--- src/rtl/mux_vec_pkg.sv ---
// Shared value encoding, FSM states and sweep length for the mux vector generator.
// Build option MUX_VEC_X_INPUTS_EN adds x as a third input value (27 vectors per pass instead of 8).
package mux_vec_pkg;

    localparam logic [1:0] V0 = 2'b00;
    localparam logic [1:0] V1 = 2'b01;
    localparam logic [1:0] VX = 2'b10;

    typedef enum logic [1:0] {
        IDLE,
        RUN,
        DONE
    } state_e;

`ifdef MUX_VEC_X_INPUTS_EN
    localparam int RADIX = 3;
`else
    localparam int RADIX = 2;
`endif

    localparam int         LAST      = RADIX * RADIX * RADIX - 1;
    localparam logic [1:0] DIGIT_MAX = 2'(RADIX - 1);

endpackage

--- src/rtl/mux_udp_model.sv ---
// Golden combinational model of the 2:1 select mux over 3-valued (0/1/x) encoded inputs.
// Any non-binary input value, including the unused 2'b11 code, is treated as x.
module mux_udp_model
    import mux_vec_pkg::*;
(
    input  logic [1:0] s_i,
    input  logic [1:0] a_i,
    input  logic [1:0] b_i,
    output logic [1:0] q_o
);

    logic aKnown;
    logic bKnown;

    assign aKnown = (a_i == V0) || (a_i == V1);
    assign bKnown = (b_i == V0) || (b_i == V1);

    // An unknown select only resolves when both data inputs agree on a known value.
    always_comb begin
        q_o = VX;
        case (s_i)
            V0:      q_o = aKnown ? a_i : VX;
            V1:      q_o = bKnown ? b_i : VX;
            default: q_o = (aKnown && (a_i == b_i)) ? a_i : VX;
        endcase
    end

endmodule

--- src/rtl/mux_vector_gen.sv ---
// Sweeps every (S, A, B) combination NUM_PASSES times over a valid/ready handshake with golden Q.
// Build option MUX_VEC_X_INPUTS_EN includes x in the sweep; otherwise only 0/1 are generated.
module mux_vector_gen
    import mux_vec_pkg::*;
#(
    parameter int NUM_PASSES = 1,
    parameter int IDX_W      = 5
) (
    input  logic             clk,
    input  logic             rst,
    input  logic             start,
    output logic             busy,
    output logic             done,
    output logic             out_valid,
    input  logic             out_ready,
    output logic [1:0]       out_s,
    output logic [1:0]       out_a,
    output logic [1:0]       out_b,
    output logic [1:0]       out_q,
    output logic [IDX_W-1:0] vec_idx,
    output logic [7:0]       pass_cnt
);

    state_e           state_q,   state_d;
    logic [IDX_W-1:0] vecIdx_q,  vecIdx_d;
    logic [7:0]       passCnt_q, passCnt_d;
    logic [1:0]       sDig_q,    sDig_d;
    logic [1:0]       aDig_q,    aDig_d;
    logic [1:0]       bDig_q,    bDig_d;
    logic             transfer;
    logic             lastVec;
    logic             lastPass;

    assign transfer = (state_q == RUN) && out_ready;
    assign lastVec  = (vecIdx_q == IDX_W'(LAST));
    assign lastPass = (passCnt_q == 8'(NUM_PASSES - 1));

    // The S/A/B digits are kept as an odometer alongside vec_idx so no divider is needed.
    always_comb begin
        state_d   = state_q;
        vecIdx_d  = vecIdx_q;
        passCnt_d = passCnt_q;
        sDig_d    = sDig_q;
        aDig_d    = aDig_q;
        bDig_d    = bDig_q;
        case (state_q)
            IDLE: begin
                if (start) begin
                    state_d   = RUN;
                    vecIdx_d  = '0;
                    passCnt_d = '0;
                    sDig_d    = V0;
                    aDig_d    = V0;
                    bDig_d    = V0;
                end
            end
            RUN: begin
                if (transfer) begin
                    if (lastVec) begin
                        vecIdx_d = '0;
                        sDig_d   = V0;
                        aDig_d   = V0;
                        bDig_d   = V0;
                        if (lastPass) begin
                            state_d = DONE;
                        end else begin
                            passCnt_d = passCnt_q + 8'd1;
                        end
                    end else begin
                        vecIdx_d = vecIdx_q + 1'b1;
                        if (bDig_q != DIGIT_MAX) begin
                            bDig_d = bDig_q + 2'd1;
                        end else begin
                            bDig_d = V0;
                            if (aDig_q != DIGIT_MAX) begin
                                aDig_d = aDig_q + 2'd1;
                            end else begin
                                aDig_d = V0;
                                sDig_d = sDig_q + 2'd1;
                            end
                        end
                    end
                end
            end
            DONE: begin
                state_d = IDLE;
            end
            default: begin
                state_d = IDLE;
            end
        endcase
    end

    always_ff @(posedge clk) begin
        if (rst) begin
            state_q   <= IDLE;
            vecIdx_q  <= '0;
            passCnt_q <= '0;
            sDig_q    <= V0;
            aDig_q    <= V0;
            bDig_q    <= V0;
        end else begin
            state_q   <= state_d;
            vecIdx_q  <= vecIdx_d;
            passCnt_q <= passCnt_d;
            sDig_q    <= sDig_d;
            aDig_q    <= aDig_d;
            bDig_q    <= bDig_d;
        end
    end

    mux_udp_model u_model (
        .s_i (sDig_q),
        .a_i (aDig_q),
        .b_i (bDig_q),
        .q_o (out_q)
    );

    assign busy      = (state_q == RUN);
    assign out_valid = (state_q == RUN);
    assign done      = (state_q == DONE);
    assign out_s     = sDig_q;
    assign out_a     = aDig_q;
    assign out_b     = bDig_q;
    assign vec_idx   = vecIdx_q;
    assign pass_cnt  = passCnt_q;

endmodule
--- config.mk ---
export PLATFORM = sky130hd
export DESIGN_NAME = mux_vector_gen
export DESIGN_NICKNAME = d
export VERILOG_FILES = /design/src/rtl/mux_vec_pkg.sv /design/src/rtl/mux_udp_model.sv /design/src/rtl/mux_vector_gen.sv
export SDC_FILE = /design/constraint.sdc
export NUM_CORES = 1
export LEC_CHECK = 0
export CAP_MARGIN = 15
export CORE_MARGIN = 1
export CORE_UTILIZATION = 40
export CTS_BUF_LIST = sky130_fd_sc_hd__clkbuf_2 sky130_fd_sc_hd__clkbuf_4 sky130_fd_sc_hd__clkbuf_8
export CTS_CLUSTER_DIAMETER = 60
export DETAILED_ROUTE_END_ITERATION = 6
export GPL_ROUTABILITY_DRIVEN = 1
export PLACE_DENSITY = 0.69
export SLEW_MARGIN = 20
export SYNTH_ARGS = -nofsm -noshare
export SYNTH_HDL_FRONTEND = slang
export SYNTH_HIERARCHICAL = 1
export SYNTH_SLANG_ARGS = --single-unit
--- constraint.sdc ---
create_clock -name clk -period 1.6 [get_ports clk]
set_input_delay 0.32 -clock clk [delete_from_list [all_inputs] [get_ports clk]]
set_output_delay 0.32 -clock clk [all_outputs]
set_load 0.02 [all_outputs]
==> results.yml <==
floorplan:
  start_util_pct: 42.0
  core_sq_um: 2730
  die_h_um: 55.6
  die_x_um: 55.6
  rows: 19
  die_area_sq_um: 3090
  io-pin-count: 28
worst_hold_path:
  hold_end: "out_s[1]"
  hp-class: "in -> reg"
  hp-start: "out_ready"
  min_path_cells: 3
synth:
  ys.flop_type: "dfxtp_1"
  synth_edf_count: 0
  synth_cells: 127
  ys_warn_count: 6
  avgSynthCellArea_sq_um: 9.04
  synthArstFlopShare_pct: 0
  synthDistinctLibCells: 39
  seq_area_frac_synth_pct: 36.6
  syn-cell-area_sq_um: 1150
  synth_seq_cells: 21
  syn-num-nets: 134
timing:
  setup_ws_ns: -0.120
  hold_viol: 0
  maxSlewViolCount: 0
  timing.final.crit_period_ns: 1.72
  tightest_slew_ns: 0.418
  relSlewSlack_pct: 72.1
  finalSetupViolCount: 1
  fin_crit_sh_pct: 108
  max_freq_ghz: 0.581
  skew_ns: 0.00735
  rsz0062_at_grt: "yes"
power:
  ir_drop_mv: 0.530
  powerDensity_nw_per_um2: 785
  total_leakage_power_nw: 0.773
final_layout:
  drive_gt1_share_pct: 36.4
  n_fill_cell: 247
  synthToLayoutAreaGrowth_pct: 54.4
  nNetsFinal: 192
  antennaDiodeCount: 0
  finalNonFillerCells: 215
  post-route-util_pct: 64.9
drt:
  first_iter_violations: 14
  antenna_left: 0
  vias: 1150
  drc: 0
  via_per_inst: 5.35
  firstDrtPassIters: 4
  wl_per_cell_um: 13.8
  routed_wl_um: 2980
global_routing:
  grt.overflow.total: 0
  first_global_vias: 1160
  grt_pass1_wl_um: 5020
  grt_max_degree: 12
  grt.total_usage_pct: 20.3
  antenna_found_initial: 0
clock_tree:
  cts_sinks: 21
  h-tree-depth: 1
  root_buffer: "clkbuf_4"
  cts_made_buffers: 3
  cts_buffer_depth: 2
  clk_pin_slew_ns: 0.12
  ctsHoldBuffers: 0
  tritoncts: "built"
  clk_latency_ns: 0.30
setup_path:
  rr_startpoint: "vec_idx[1]"
  cp_max_fo: 4
  r2r_setup_slack_ns: 0.03
  path_class: "reg -> out"
  max_stage_delay_ns: 0.38
  slowest_stage: "dfxtp_4"
  cp_top_family: "simple AND/OR/NAND/NOR gates"
  critPathBufInv: 1
  critPathRequiredTime_ns: 1.28
  timing.rr.end: "pass_cnt[5]"
  crit_chain: "and4bb_1 > or3_1 > buf_2"
  arrival_ns: 1.40
  startpoint_type: "flip-flop"
  endpoint_kind: "primary output"
  r2r_cells: 5
outcome:
  violations: "negative setup slack"
  outcome: "complete, but fails checks"
placed_design:
  port_buffers: 27
  dpl.hpwl_um: 2260
  dp_cells: 206
  gp_congestion: 0.822
flow_run:
  maxCapViolCount: 0
==> how the worst max path moves through the flow <==
stage / start / cells after the start / slack, ns / endpoint
finish: out_b[0] / 3 / -0.12 / out_q[0]
global route: out_b[1] / 3 / -0.16 / out_q[0]
CTS: out_b[1] / 3 / -0.12 / out_q[0]
detailed placement: out_ready / 5 / -0.31 / pass_cnt[5]
global placement: out_ready / 6 / -0.25 / pass_cnt[6]
floorplan: state_q[0] / 5 / 0.03 / out_b[1]
==> power breakdown <==
part	internal (mW)	switching, mW	leakage (nW)	total, mW
combinational	0.270	0.265	0.580	0.535
clock	0.114	0.157	0.0184	0.271
sequential	0.558	0.0287	0.175	0.587
==> metal layers <==
metal  track usage (%)  part of all wire, %  vias to the layer above
met5                 0                    0                        -
li1                  -                    -                      574
met2              35.5                   51                       27
met1              24.1                   43                      543
met4              9.64                  1.6                        0
met3              3.26                  3.6                        6
==> synthesized netlist by cell type, drive strengths merged, types with 2 or more instances <==
cell type / instances / area [sq um]
inv: 7 / 26.3
o21ai: 4 / 20.0
and4bb: 2 / 25.0
mux2i: 3 / 42.5
nor4bb: 2 / 20.0
nor2: 15 / 56.3
a211o: 3 / 27.5
ha: 3 / 37.5
xnor2: 9 / 78.8
nor4b: 3 / 26.3
clkbuf: 3 / 11.3
or3: 4 / 25.0
a211oi: 5 / 42.5
nor3b: 5 / 37.5
a21oi: 3 / 15.0
dfxtp: 21 / 420
nand3: 5 / 25.0
or2: 2 / 12.5
nand2: 6 / 22.5
buf: 2 / 12.5
nand4: 4 / 25.0
nor3: 4 / 20.0
==> tightest hold or removal path, cell delays in order <==
cell	delay [ns]
dlymetal6s2s_1	0.18
nand4_1	0.10
o21ai_0	0.07
==> state kept, by name, indices dropped and copies added (netlist names) <==
| register | flops |
|---|---|
| out_a | 2 |
| out_b | 2 |
| out_s | 2 |
| pass_cnt | 8 |
| state_q | 2 |
| vec_idx | 5 |
==> layout make-up <==
cell class                      count  area (sq um)  area share, %
Tap cell                           31          38.8           2.19
Timing Repair Buffer               58           483           27.2
Inverter                            7          26.3           1.48
Sequential cell                    21           439           24.8
Multi-Input combinational cell     94           756           42.6
Clock buffer                        4          30.0           1.69
==> timing repair <==
action / CTS / global route
buffers inserted: 0 / 5
pin swaps: 1 / 10
gates resized for setup: 48 / 16
hold endpoints to repair: 0 / 0
setup endpoints to repair: 25 / 15
==> layout by cell type, fill, tap and decap left out, types with 4 or more instances in the layout <==
cell type      instances
nand2_1                6
dfxtp_2                6
buf_4                 28
buf_2                  4
nand4_1                4
dlygate4sd2_1         19
nor2_1                14
nand3_1                5
dfxtp_1               12
nor3b_1                4
inv_1                  7
clkbuf_4               4
xnor2_1                8
or3_1                  4
nor3_1                 4
==> cell families after synthesis <==
logic type / share of synthesized area [%]
adders and majority gates: 3.27
muxes: 3.70
AOI/OAI and AO/OA: 14.4
DFF: 36.6
xor gates and xnor gates: 6.86
and+or+nand+nor: 30.8
buffers and inverters: 4.36
==> through the flow <==
| step | power [mW] | hold slack (ns) | setup WS (ns) | setup TNS [ns] | instance area, sq um |
|---|---|---|---|---|---|
| finish | 1.39 | 0.401 | -0.120 | -0.120 | 1770 |
| detailed placement | 1.10 | 0.506 | -0.309 | -4.26 | 1670 |
| CTS | 1.35 | 0.522 | -0.117 | -0.132 | 1680 |
| global route | 1.48 | 0.409 | -0.155 | -0.326 | 1770 |
| floorplan | 0.865 | 0.463 | 0.0262 | 0 | 1170 |
| global placement | 1.09 | 0.499 | -0.253 | -3.30 | 1670 |
(Power assumes the default switching activity.)
